### src/rtl/rtc_tick_pkg.sv
// Shared types and helpers for the RTC tick generator.
// Holds the FSM state encoding and the increment clamp.
package rtc_tick_pkg;

    typedef enum logic [1:0] {
        IDLE = 2'd0,
        RUN  = 2'd1,
        HALT = 2'd2
    } state_e;

    localparam int unsigned ACC_WIDTH_DFLT = 32;
    localparam logic [63:0] INC_MAX = 64'd1 << (ACC_WIDTH_DFLT - 1);

    // Limit an increment to half the accumulator range so every rtc level
    // spans at least two aclk cycles.
    function automatic logic [63:0] clamp_inc(
        input logic [63:0] inc,
        input int unsigned aw
    );
        logic [63:0] lim;
        lim = 64'd1 << (aw - 1);
        return (inc > lim) ? lim : inc;
    endfunction

endpackage

### src/rtl/rtc_tick_gen_acc.sv
// Fractional phase accumulator for the RTC tick generator.
// Adds the increment when stepping and reports the carry out.
module rtc_phase_acc
    import rtc_tick_pkg::*;
#(
    parameter int ACC_WIDTH = 32
) (
    input  logic                 aclk,
    input  logic                 areset,
    input  logic                 i_clear,
    input  logic                 i_step,
    input  logic [ACC_WIDTH-1:0] i_inc,
    output logic                 o_carry
);

    logic [ACC_WIDTH-1:0] r_acc;
    logic [ACC_WIDTH:0]   w_sum;

    assign w_sum   = {1'b0, r_acc} + {1'b0, i_inc};
    assign o_carry = w_sum[ACC_WIDTH];

    // Accumulator register: clear wins over step, otherwise hold.
    always_ff @(posedge aclk) begin
        if (areset) begin
            r_acc <= '0;
        end else if (i_clear) begin
            r_acc <= '0;
        end else if (i_step) begin
            r_acc <= w_sum[ACC_WIDTH-1:0];
        end
    end

endmodule

### src/rtl/rtc_tick_gen.sv
// RTC square-wave generator feeding the CLINT rtc input.
// Phase-accumulator driven, with tick pulse, edge counter and halt freeze.
module rtc_tick_gen
    import rtc_tick_pkg::*;
#(
    parameter int                   ACC_WIDTH   = 32,
    parameter logic [ACC_WIDTH-1:0] DEFAULT_INC = {1'b1, {(ACC_WIDTH-1){1'b0}}},
    parameter int                   CNT_WIDTH   = 64
) (
    input  logic                 aclk,
    input  logic                 areset,
    input  logic                 enable_i,
    input  logic                 debug_halt_i,
    input  logic [ACC_WIDTH-1:0] cfg_inc_i,
    input  logic                 cfg_valid_i,
    output logic                 cfg_ready_o,
    output logic                 rtc_o,
    output logic                 tick_o,
    output logic [CNT_WIDTH-1:0] rise_cnt_o
);

    state_e               r_state;
    state_e               w_next;
    logic [ACC_WIDTH-1:0] r_inc;
    logic [ACC_WIDTH-1:0] r_pend_inc;
    logic                 r_pend_valid;
    logic                 r_rtc;
    logic                 r_tick;
    logic [CNT_WIDTH-1:0] r_rise_cnt;

    logic                 w_step;
    logic                 w_clear;
    logic                 w_carry;
    logic                 w_carry_run;
    logic                 w_rise;
    logic                 w_accept;
    logic                 w_apply;
    logic [ACC_WIDTH-1:0] w_clamp;

    // Next state plus the accumulator controls derived from it; disable
    // and halt take effect on the very edge that samples them.
    always_comb begin
        w_next = r_state;
        unique case (r_state)
            IDLE: if (enable_i) w_next = RUN;
            RUN: begin
                if (!enable_i)        w_next = IDLE;
                else if (debug_halt_i) w_next = HALT;
            end
            HALT: begin
                if (!enable_i)         w_next = IDLE;
                else if (!debug_halt_i) w_next = RUN;
            end
            default: w_next = IDLE;
        endcase
        w_step  = (w_next == RUN) && (r_state != IDLE);
        w_clear = (w_next == IDLE);
    end

    // FSM state register.
    always_ff @(posedge aclk) begin
        if (areset) r_state <= IDLE;
        else        r_state <= w_next;
    end

    rtc_phase_acc #(
        .ACC_WIDTH (ACC_WIDTH)
    ) u_acc (
        .aclk    (aclk),
        .areset  (areset),
        .i_clear (w_clear),
        .i_step  (w_step),
        .i_inc   (r_inc),
        .o_carry (w_carry)
    );

    assign w_carry_run = w_step & w_carry;
    assign w_rise      = w_carry_run & ~r_rtc;
    assign w_clamp     = ACC_WIDTH'(clamp_inc(64'(cfg_inc_i), ACC_WIDTH));
    assign w_accept    = cfg_valid_i & ~r_pend_valid;
    assign w_apply     = r_pend_valid & (~w_step | (r_inc == '0) | w_carry);

    // Increment handshake: latch clamped value, swap it in on a carry
    // (or at once when not stepping or when no carry can ever come).
    always_ff @(posedge aclk) begin
        if (areset) begin
            r_inc        <= DEFAULT_INC;
            r_pend_inc   <= '0;
            r_pend_valid <= 1'b0;
        end else if (w_apply) begin
            r_inc        <= r_pend_inc;
            r_pend_valid <= 1'b0;
        end else if (w_accept) begin
            r_pend_inc   <= w_clamp;
            r_pend_valid <= 1'b1;
        end
    end

    // rtc level, rise pulse and rise counter.
    always_ff @(posedge aclk) begin
        if (areset) begin
            r_rtc      <= 1'b0;
            r_tick     <= 1'b0;
            r_rise_cnt <= '0;
        end else begin
            r_tick <= w_rise;
            if (w_clear)          r_rtc <= 1'b0;
            else if (w_carry_run) r_rtc <= ~r_rtc;
            if (w_rise) r_rise_cnt <= r_rise_cnt + 1'b1;
        end
    end

    assign cfg_ready_o = ~r_pend_valid;
    assign rtc_o       = r_rtc;
    assign tick_o      = r_tick;
    assign rise_cnt_o  = r_rise_cnt;

endmodule

### config.mk
export PLATFORM = sky130hd
export DESIGN_NAME = rtc_tick_gen
export DESIGN_NICKNAME = d
export VERILOG_FILES = /design/src/rtl/rtc_tick_pkg.sv /design/src/rtl/rtc_tick_gen_acc.sv /design/src/rtl/rtc_tick_gen.sv
export SDC_FILE = /design/constraint.sdc
export NUM_CORES = 1
export LEC_CHECK = 0
export CAP_MARGIN = 20
export CORE_UTILIZATION = 56
export CTS_CLUSTER_DIAMETER = 60
export DETAILED_ROUTE_END_ITERATION = 7
export HOLD_SLACK_MARGIN = 0.12
export PLACE_DENSITY = 0.8
export SETUP_SLACK_MARGIN = 0.3
export SYNTH_ARGS = -nofsm -noshare
export SYNTH_HDL_FRONTEND = slang
export SYNTH_SLANG_ARGS = --single-unit
### constraint.sdc
create_clock -name aclk -period 3.45 [get_ports aclk]
set_input_delay 0.69 -clock aclk [delete_from_list [all_inputs] [get_ports aclk]]
set_output_delay 0.69 -clock aclk [all_outputs]
set_load 0.01 [all_outputs]
Word-level counts from Yosys, hierarchy flattened
Index checks and enable logic that the tools add are counted.
{"block": "classes", "n_shift": 0, "n_div": 0, "n_reduce_logical": 8, "n_eq_ne": 3, "n_addsub": 2, "magnitude_cmp": 1, "n_bitwise": 10, "n_mul": 0, "mux": 7}
{"op": "$add A64 B1 Y64 const B", "n": 1}
{"op": "$add A32 B32 Y33", "n": 1}
{"op": "$gt A32 B32 Y1 const B", "n": 1}
{"op": "$logic_not A32 Y1", "n": 1}
{"op": "$mux W32", "n": 1}
{"op": "$mux W2", "n": 5}
{"op": "$pmux W2 S3", "n": 1}
{"op": "$and A1 B1 Y1", "n": 4}
{"op": "$eq A2 B1 Y1 const B", "n": 2}
{"op": "$logic_not A2 Y1", "n": 2}
{"op": "$not A1 Y1", "n": 4}
{"op": "$reduce_or A2 Y1", "n": 2}
{"op": "$eq A2 B2 Y1 const B", "n": 1}
{"op": "$or A1 B1 Y1", "n": 2}
{"op": "$reduce_and A2 Y1", "n": 1}
{"op": "$reduce_bool A2 Y1", "n": 1}
{"op": "$logic_and A1 B1 Y1", "n": 1}
{"block": "totals", "latch_bits": 0, "n_memories": 0, "inputBits": 37, "regBits": 165, "mem_bits_rw": 0, "out_inout_bits": 67, "romBits": 0}

Depth between registers and ports, before layout
Gate-level depths: netlist (run 1).
{"block": "logic_depth", "depth_word": 11, "ltp_mapped": 12, "depth_no_buf": 11}

Hierarchy
From an unflattened synthesis (run 1), not the netlist that was laid out.
{"block": "hier_totals", "cells_unflattened": 1046, "hier_area_um2": 8785.9}
{"module": "rtc_tick_gen", "area_each_um2": 5952.0, "n_inst": 1, "cells_each": 696}
{"module": "rtc_phase_acc", "area_each_um2": 2834.0, "n_inst": 1, "cells_each": 350}

Least setup slack after synthesis (run 1)
OpenSTA, ideal clock, no wires.
{"block": "synth_timing", "path_type": "register -> register", "startpoint": "register r_inc[0]", "endpoint": "register r_rise_cnt[23], in the netlist rise_cnt_o[23]", "setup_ns": 0.128, "path_slack_ns": 0.609, "path_buffers": 1, "synth_period_minus_slack_ns": 2.841, "arrival_time_ns": 2.713, "path_stages_with_launch": 13, "cell_sequence": "dfxtp_1 -> ha_1 -> fa_1 -> a21o_1 -> a21oi_1 -> o21ai_1 -> a21oi_1 -> o21bai_1 -> nand4_1 -> clkbuf_1 -> nor2_1 -> xnor2_1 -> nor2_1"}
{"block": "synth_via", "elab_chain_cells": 3}
{"item": "from (decl)", "line_no": "rtc_tick_gen.sv:24", "source": "logic [ACC_WIDTH-1:0] r_inc;"}
{"item": "from (signal assigned)", "line_no": "rtc_tick_gen.sv:91", "source": "r_inc <= r_pend_inc;"}
{"item": "$add A32 B32 Y33", "line_no": "rtc_tick_gen_acc.sv:19", "source": "assign w_sum = {1'b0, r_acc} + {1'b0, i_inc};"}
{"item": "$and A1 B1 Y1", "line_no": "rtc_tick_gen.sv:77", "source": "assign w_carry_run = w_step & w_carry;"}
{"item": "$and A1 B1 Y1", "line_no": "rtc_tick_gen.sv:78", "source": "assign w_rise = w_carry_run & ~r_rtc;"}
{"item": "to (signal assigned)", "line_no": "rtc_tick_gen.sv:109", "source": "if (w_rise) r_rise_cnt <= r_rise_cnt + 1'b1;"}
{"item": "to (decl)", "line_no": "rtc_tick_gen.sv:29", "source": "logic [CNT_WIDTH-1:0] r_rise_cnt;"}
No other way between the ends.
A chain may end at the register's enable or synchronous reset.

Worst setup path in the final report (run 1)
{"block": "layout_timing", "startpoint": "register r_inc[0]", "endpoint": "register r_inc[30]"}
{"block": "layout_via", "elab_chain_cells": 4, "word_cells_on_any_way": 5}
{"item": "parallel branches: the longest is 2 deep, another holds $add A32 B32 Y33"}
{"item": "$or A1 B1 Y1 (*)", "line_no": "rtc_tick_gen.sv:81", "source": "assign w_apply = r_pend_valid & (~w_step | (r_inc == '0) | w_carry);"}
{"item": "$and A1 B1 Y1 (*)", "line_no": "rtc_tick_gen.sv:81"}
Every way passes the cells marked *.

==> results of run 1 <==
worst paths after layout:
kind,from,endpoint,slack [ns],depth (start not counted)
worst max-delay path,r_inc[0]$_SDFFE_PP0P_,r_inc[30]$_SDFFE_PP0P_,0.51,12
worst min-delay path,r_pend_inc[19]$_SDFFE_PP0P_,r_pend_inc[19]$_SDFFE_PP0P_,0.50,2
worst max register to register,r_inc[0]$_SDFFE_PP0P_,r_inc[30]$_SDFFE_PP0P_,0.51,12
worst min register to register,r_pend_inc[19]$_SDFFE_PP0P_,r_pend_inc[19]$_SDFFE_PP0P_,0.50,2
power by group through the flow:
stage | clock [uW] | combinational (uW) | sequential, uW
2_1_floorplan | 0 | 164 | 1990
3_3_place_gp | 0 | 256 | 2000
3_5_place_dp | 0 | 261 | 2000
4_1_cts | 1930 | 263 | 1960
5_1_grt | 2000 | 288 | 1960
6_report | 1900 | 264 | 1960
metal layers:
metal / up-vias / track usage (%) / routed length, um
li1: 3637 / - / -
met1: 3476 / 36.6 / 9530
met2: 178 / 43.6 / 9130
met3: 32 / 5.49 / 1030
met4: 0 / 8.66 / 353
met5: - / 0 / 0
cell usage after synthesis, types with 3 or more instances:
master / number / area, sq um
dfxtp_1: 165 / 3300
nor2_1: 153 / 574
a21oi_1: 80 / 400
xnor2_1: 75 / 657
clkbuf_1: 45 / 169
nand2_1: 44 / 165
o21ai_0: 42 / 210
ha_1: 33 / 413
mux2i_1: 33 / 330
nor4_1: 31 / 194
a22oi_1: 30 / 225
inv_1: 30 / 113
nor3_1: 29 / 145
nand3_1: 23 / 115
o21ai_1: 18 / 90.1
a21o_1: 15 / 113
and3_1: 15 / 93.8
nand4_1: 15 / 93.8
xor2_1: 11 / 96.3
or3_1: 10 / 62.6
o21bai_1: 8 / 60.1
o21a_1: 6 / 45.0
and2_1: 5 / 31.3
nor3_2: 5 / 50.1
nor2b_1: 4 / 25.0
nor4_2: 4 / 50.1
o211ai_1: 4 / 30.0
a2111oi_0: 3 / 26.3
and4_1: 3 / 26.3
buf_2: 3 / 15.0
nand4b_1: 3 / 26.3
what timing repair did:
| action | in CTS | in global routing |
|---|---|---|
| endpoints found under the hold margin | 0 | 0 |
| buffers inserted | 0 | 1 |
| resized for setup | 0 | 7 |
| setup endpoints to repair | 0 | 67 |
worst max-delay path: cells and delay by family (launching register included):
kind                     cells  cell delay [ns]
AO/OA/AOI/OAI                6             1.31
flip-flops                   1             0.33
adder cells (fa/ha/maj)      2             0.62
AND/OR/NAND/NOR              2             0.12
multiplexers                 1             0.19
buffers and inverters        1             0.20
final cells by class:
class                           count  area, sq um  share of cell area, %
Multi-Input combinational cell    733         4650                   46.3
Sequential cell                   165         3300                   32.8
Timing Repair Buffer              120         1170                   11.7
Clock buffer                       20          457                   4.54
Tap cell                          180          225                   2.24
Clock inverter                      9          129                   1.28
Inverter                           31          116                   1.16
logic make-up after synthesis:
family	count (synthesis)
simple gates	357
buf+inv	82
xor+xnor	86
compound gates	222
fa+ha+maj	34
flops	165
mux	34
through the flow:
stage | util, % | instance area, sq um
after floorplan | - | 8240
after global placement | 66.9 | 9430
after detailed placement | 66.9 | 9430
after CTS | 71.1 | 10000
after global routing | 71.3 | 10100
final | 71.3 | 10100
registers in the layout, summed over array words and instances (netlist names):
signal        cells
r_inc            32
tick_o            1
rtc_o             1
u_acc.r_acc      32
r_pend_valid      1
r_pend_inc       32
r_state           2
rise_cnt_o       64
==> out/results.txt, run 1 <==
outcome: complete, no violations
FMAX: 0.340 GHz
Seq/Total Area, Yosys: 40.1%
Place WS: 0.355 ns
IO Port Bufs: 103
largest family of logic cells by synthesized area: simple AND/OR/NAND/NOR gates
Overflow after GRT: 0
commonest non-fill, non-tap cell in the layout: dfxtp_1
multiplexer share of the synthesized area: 4.15%
relative slew slack: 39.9%
number of nets in the layout: 1139
Compound-Gate Fraction of Synth Area: 16.1%
All-Layer GR Usage: 27.2%
Initial DRT Pass Iterations: 6
Routed WL: 20000 um
die area: 15200 sq um
DR iter-0 viols: 507
Hold Vio Cnt, Final: 0
Syn-to-layout area delta: 22.0%
critical path required time: 3.72 ns
Final Max Slew Viols: 0
final worst path period share: 85.3%
slowest stage cell, crit path: fa_1
Worst-Margin Slew: 0.901 ns
Tot Pwr: 4130 uW
global placer's final weighted congestion: 0.904
Worst-path clk slew: 0.06 ns
average size of a mapped cell: 8.41 sq um
Worst setup EP type: flop
Starting Density: 58.5%
critical path, cell by cell: ha_1, fa_1, a21o_1, a21oi_1, o21ai_1, a21oi_1, o21bai_2, a21oi_1, nor2_4, buf_12, mux2i_1, nor2_1
clock tree root driver cell: clkbuf_16
Sw Pwr: 914 uW
commonest non-fill, non-tap cells in the layout: dfxtp_1, nor2_1, clkdlybuf4s50_1
hold slack: 0.499 ns
top_reg_cell synth: dfxtp_1
die width: 123 um
Ant. Diodes: 0
Yosys Warn Count: 0
num rows: 43
vias in the first global route: 6710
CTS Buf Count: 17
initial antenna violation count: 0
first-pass GRT wire length: 32500 um
Setup crit start kind: flop
peak supply drop: 0.376 mV
via count: 7323
Logic pwr share: 6.4%
worst path arrival time: 3.21 ns
# DRC: 0
max cap viols: 0
cell area power density: 411 nW/um^2
Pint: 3210 uW
synthesized cell area: 8240 sq um
clk sink count: 165
DP HPWL: 13700 um
Clk pwr share: 46.1%
Setup TNS: 0 ns
DR WL/cell: 15.9 um
Net Sw Frac: 22.1%
CP max FO: 34
H-Tree Depth: 4
RSZ-0062 raised after global routing: no
fillers: 1087
Async S/R FF share, synth: 0%
Finished Layout Cells: 1258
simple-gate portion of the synthesized area: 21.4%
CP max stage delay: 0.40 ns
Cell Count Post-Placement: 1228
Tmin final: 2.94 ns
worst setup margin: 0.508 ns
Hold-fix buffers, CTS: 0
most used cell along the critical path: a21oi_1
number of synthesized flops with an enable pin: 0
net count after synthesis: 1051
Max Buffers Root-to-Sink: 2
clk_skew: 0.00757 ns
post-route ant nets: 0
#FFs+latches synth: 165
vias per cell: 5.82
Worst-Skew Late Latency: 0.42 ns
layout cell share with drive strength beyond 1: 6.22%
Synth Area in Adders: 5.25%
Die Y: 123 um
Mapped Cells: 980
Reg power frac: 47.5%
XOR/XNOR Fraction of Synth Area: 9.14%
Yosys cell types: 56
pin count of the biggest net entering global routing: 92
P_leak: 0.00364 uW
# IOs: 104
worst min path class: flop to flop
Setup Crit Path Kind: flop to flop
CTS tree: built
setup violators final: 0
total core area: 14100 sq um
No activity file was read; power rests on OpenSTA's default activity.
==> run 2: changes to the inputs <==
--- a/config.mk
+++ b/config.mk
@@ -5,7 +5,7 @@
 export SDC_FILE = /design/constraint.sdc
 export NUM_CORES = 1
 export LEC_CHECK = 0
-export CAP_MARGIN = 20
+export CAP_MARGIN = 25
 export CORE_UTILIZATION = 56
 export CTS_CLUSTER_DIAMETER = 60
 export DETAILED_ROUTE_END_ITERATION = 7
==> results of run 2 <==
The final DEF is identical to that of run 1; final timing and power are the same.
==> run 3: changes to the inputs <==
--- a/config.mk
+++ b/config.mk
@@ -12,6 +12,7 @@
 export HOLD_SLACK_MARGIN = 0.12
 export PLACE_DENSITY = 0.8
 export SETUP_SLACK_MARGIN = 0.3
+export SLEW_MARGIN = 40
 export SYNTH_ARGS = -nofsm -noshare
 export SYNTH_HDL_FRONTEND = slang
 export SYNTH_SLANG_ARGS = --single-unit
==> run 3 against run 2 <==
  * Critical path type unchanged
  * Highest routed layer unchanged
  * Combinational power increased by 2%
  * Critical path depth unchanged
  * Clock power increased by 3%
  * Largest power group unchanged
  * Critical endpoint is now r_inc[7]$_SDFFE_PP0P_
==> out/results.txt, run 3 (same netlist as run 1, synthesis figures left out) <==
via count: 7369
reg2reg setup slack: 0.46 ns
critical path, cell by cell: ha_1, fa_1, a21o_1, a21oi_1, o21ai_1, a21oi_1, o21bai_2, a21oi_1, nor2_4, buf_12, mux2i_1, nor2_1
DR iter-0 viols: 579
Tot Pwr: 4180 uW
FMAX: 0.334 GHz
Worst setup EP type: flop
Max Buffers Root-to-Sink: 2
Worst-Skew Late Latency: 0.43 ns
Worst-Margin Slew: 0.683 ns
Place WS: 0.375 ns
peak supply drop: 0.367 mV
met2 wire length: 9470 um
worst path arrival time: 3.30 ns
Syn-to-layout area delta: 22.4%
CTS tree: built
Setup TNS: 0 ns
CP max stage delay: 0.40 ns
clk_skew: 0.0106 ns
worst min path class: flop to flop
cell area power density: 415 nW/um^2
slowest stage cell, crit path: fa_1
pin count of the biggest net entering global routing: 54
Overflow after GRT: 0
Routed WL: 20500 um
WL met3: 1150 um
clock tree root driver cell: clkbuf_16
IO Port Bufs: 103
Layout Utilization: 71.5%
Post CTS Setup Buffer Count: 0
total core area: 14100 sq um
global placer's final weighted congestion: 0.904
layout cell share with drive strength beyond 1: 6.30%
Final Max Slew Viols: 0
WP buf/inv: 1
relative slew slack: 54.4%
clk sink count: 165
H-Tree Depth: 4
P_leak: 0.00364 uW
Tmin final: 2.99 ns
post-route ant nets: 0
Worst-path clk slew: 0.06 ns
Starting Density: 58.5%
DP HPWL: 13900 um
vias per cell: 5.85
critical path required time: 3.76 ns
die width: 123 um
first-pass GRT wire length: 33300 um
setup violators final: 0
cell family with most CP delay: compound AO/OA/AOI/OAI gates
fillers: 1072
hold slack: 0.498 ns
CP max FO: 34
max reg flops: 64
most used cell along the critical path: a21oi_1
Setup Crit Path Kind: flop to flop
vias in the first global route: 6863
Highest Signal Layer: met4
max cap viols: 0
commonest non-fill, non-tap cells in the layout: dfxtp_1, nor2_1, clkdlybuf4s50_1
outcome: complete, no violations
RSZ-0062 raised after global routing: yes
# IOs: 104
Ant. Diodes: 0
All-Layer GR Usage: 27.9%
number of nets in the layout: 1139
commonest non-fill, non-tap cell in the layout: dfxtp_1
num rows: 43
Initial DRT Pass Iterations: 5
initial antenna violation count: 0
die area: 15200 sq um
worst setup margin: 0.459 ns
CTS Buf Count: 17
Met1 Routed Length: 9640 um
Die Y: 123 um
final worst path period share: 86.7%
# DRC: 0
Setup crit start kind: flop
DR WL/cell: 16.3 um
Hold Vio Cnt, Final: 0
-- run 3: layout make-up --
type | count | area (sq um) | area share (%)
Clock inverter | 11 | 151 | 1.50
Timing Repair Buffer | 120 | 1180 | 11.8
Clock buffer | 20 | 457 | 4.53
Tap cell | 180 | 225 | 2.23
Inverter | 31 | 116 | 1.15
Sequential cell | 165 | 3300 | 32.8
Multi-Input combinational cell | 733 | 4650 | 46.1
-- run 3: per-stage QoR --
step / instance area, sq um / std cells
6_report: 10100 / 1260
5_1_grt: 10100 / 1260
4_1_cts: 10100 / 1260
3_5_place_dp: 9450 / 1229
3_3_place_gp: 9430 / 1228
2_1_floorplan: 8240 / 980
-- run 3: worst reg2reg max path, delay by kind of cell, from the launching register on --
family,cells,cell delay (ns)
AND/OR/NAND/NOR,2,0.13
flip-flops,1,0.33
adder cells (fa/ha/maj),2,0.63
multiplexers,1,0.23
buffers and inverters,1,0.20
AO/OA/AOI/OAI,6,1.37
-- run 3: repair_timing --
item | 4_1_cts | 5_1_grt
gates resized for setup | 1 | 5
endpoints found under the setup margin | 1 | 70
hold buffers | 0 | 0
-- run 3: power by group --
group	switching, uW	internal, uW	total (uW)	leakage (uW)
logic	152	116	268	0.00202
registers	23.1	1940	1960	0.00133
clock network	778	1180	1950	0.000285
-- run 3: layer usage --
metal,vias to the layer above,GRT usage (%)
li1,3653,-
met1,3486,36.9
met2,203,45.0
met3,27,6.46
met4,0,8.58
met5,-,0
-- run 3: path summary, 6_finish.rpt --
| check | start | cells past startpoint | end |
|---|---|---|---|
| worst max-delay path | r_inc[0]$_SDFFE_PP0P_ | 12 | r_inc[7]$_SDFFE_PP0P_ |
| worst min-delay path | r_pend_inc[19]$_SDFFE_PP0P_ | 2 | r_pend_inc[19]$_SDFFE_PP0P_ |
| worst max register to register | r_inc[0]$_SDFFE_PP0P_ | 12 | r_inc[7]$_SDFFE_PP0P_ |
| worst min register to register | r_pend_inc[19]$_SDFFE_PP0P_ | 2 | r_pend_inc[19]$_SDFFE_PP0P_ |
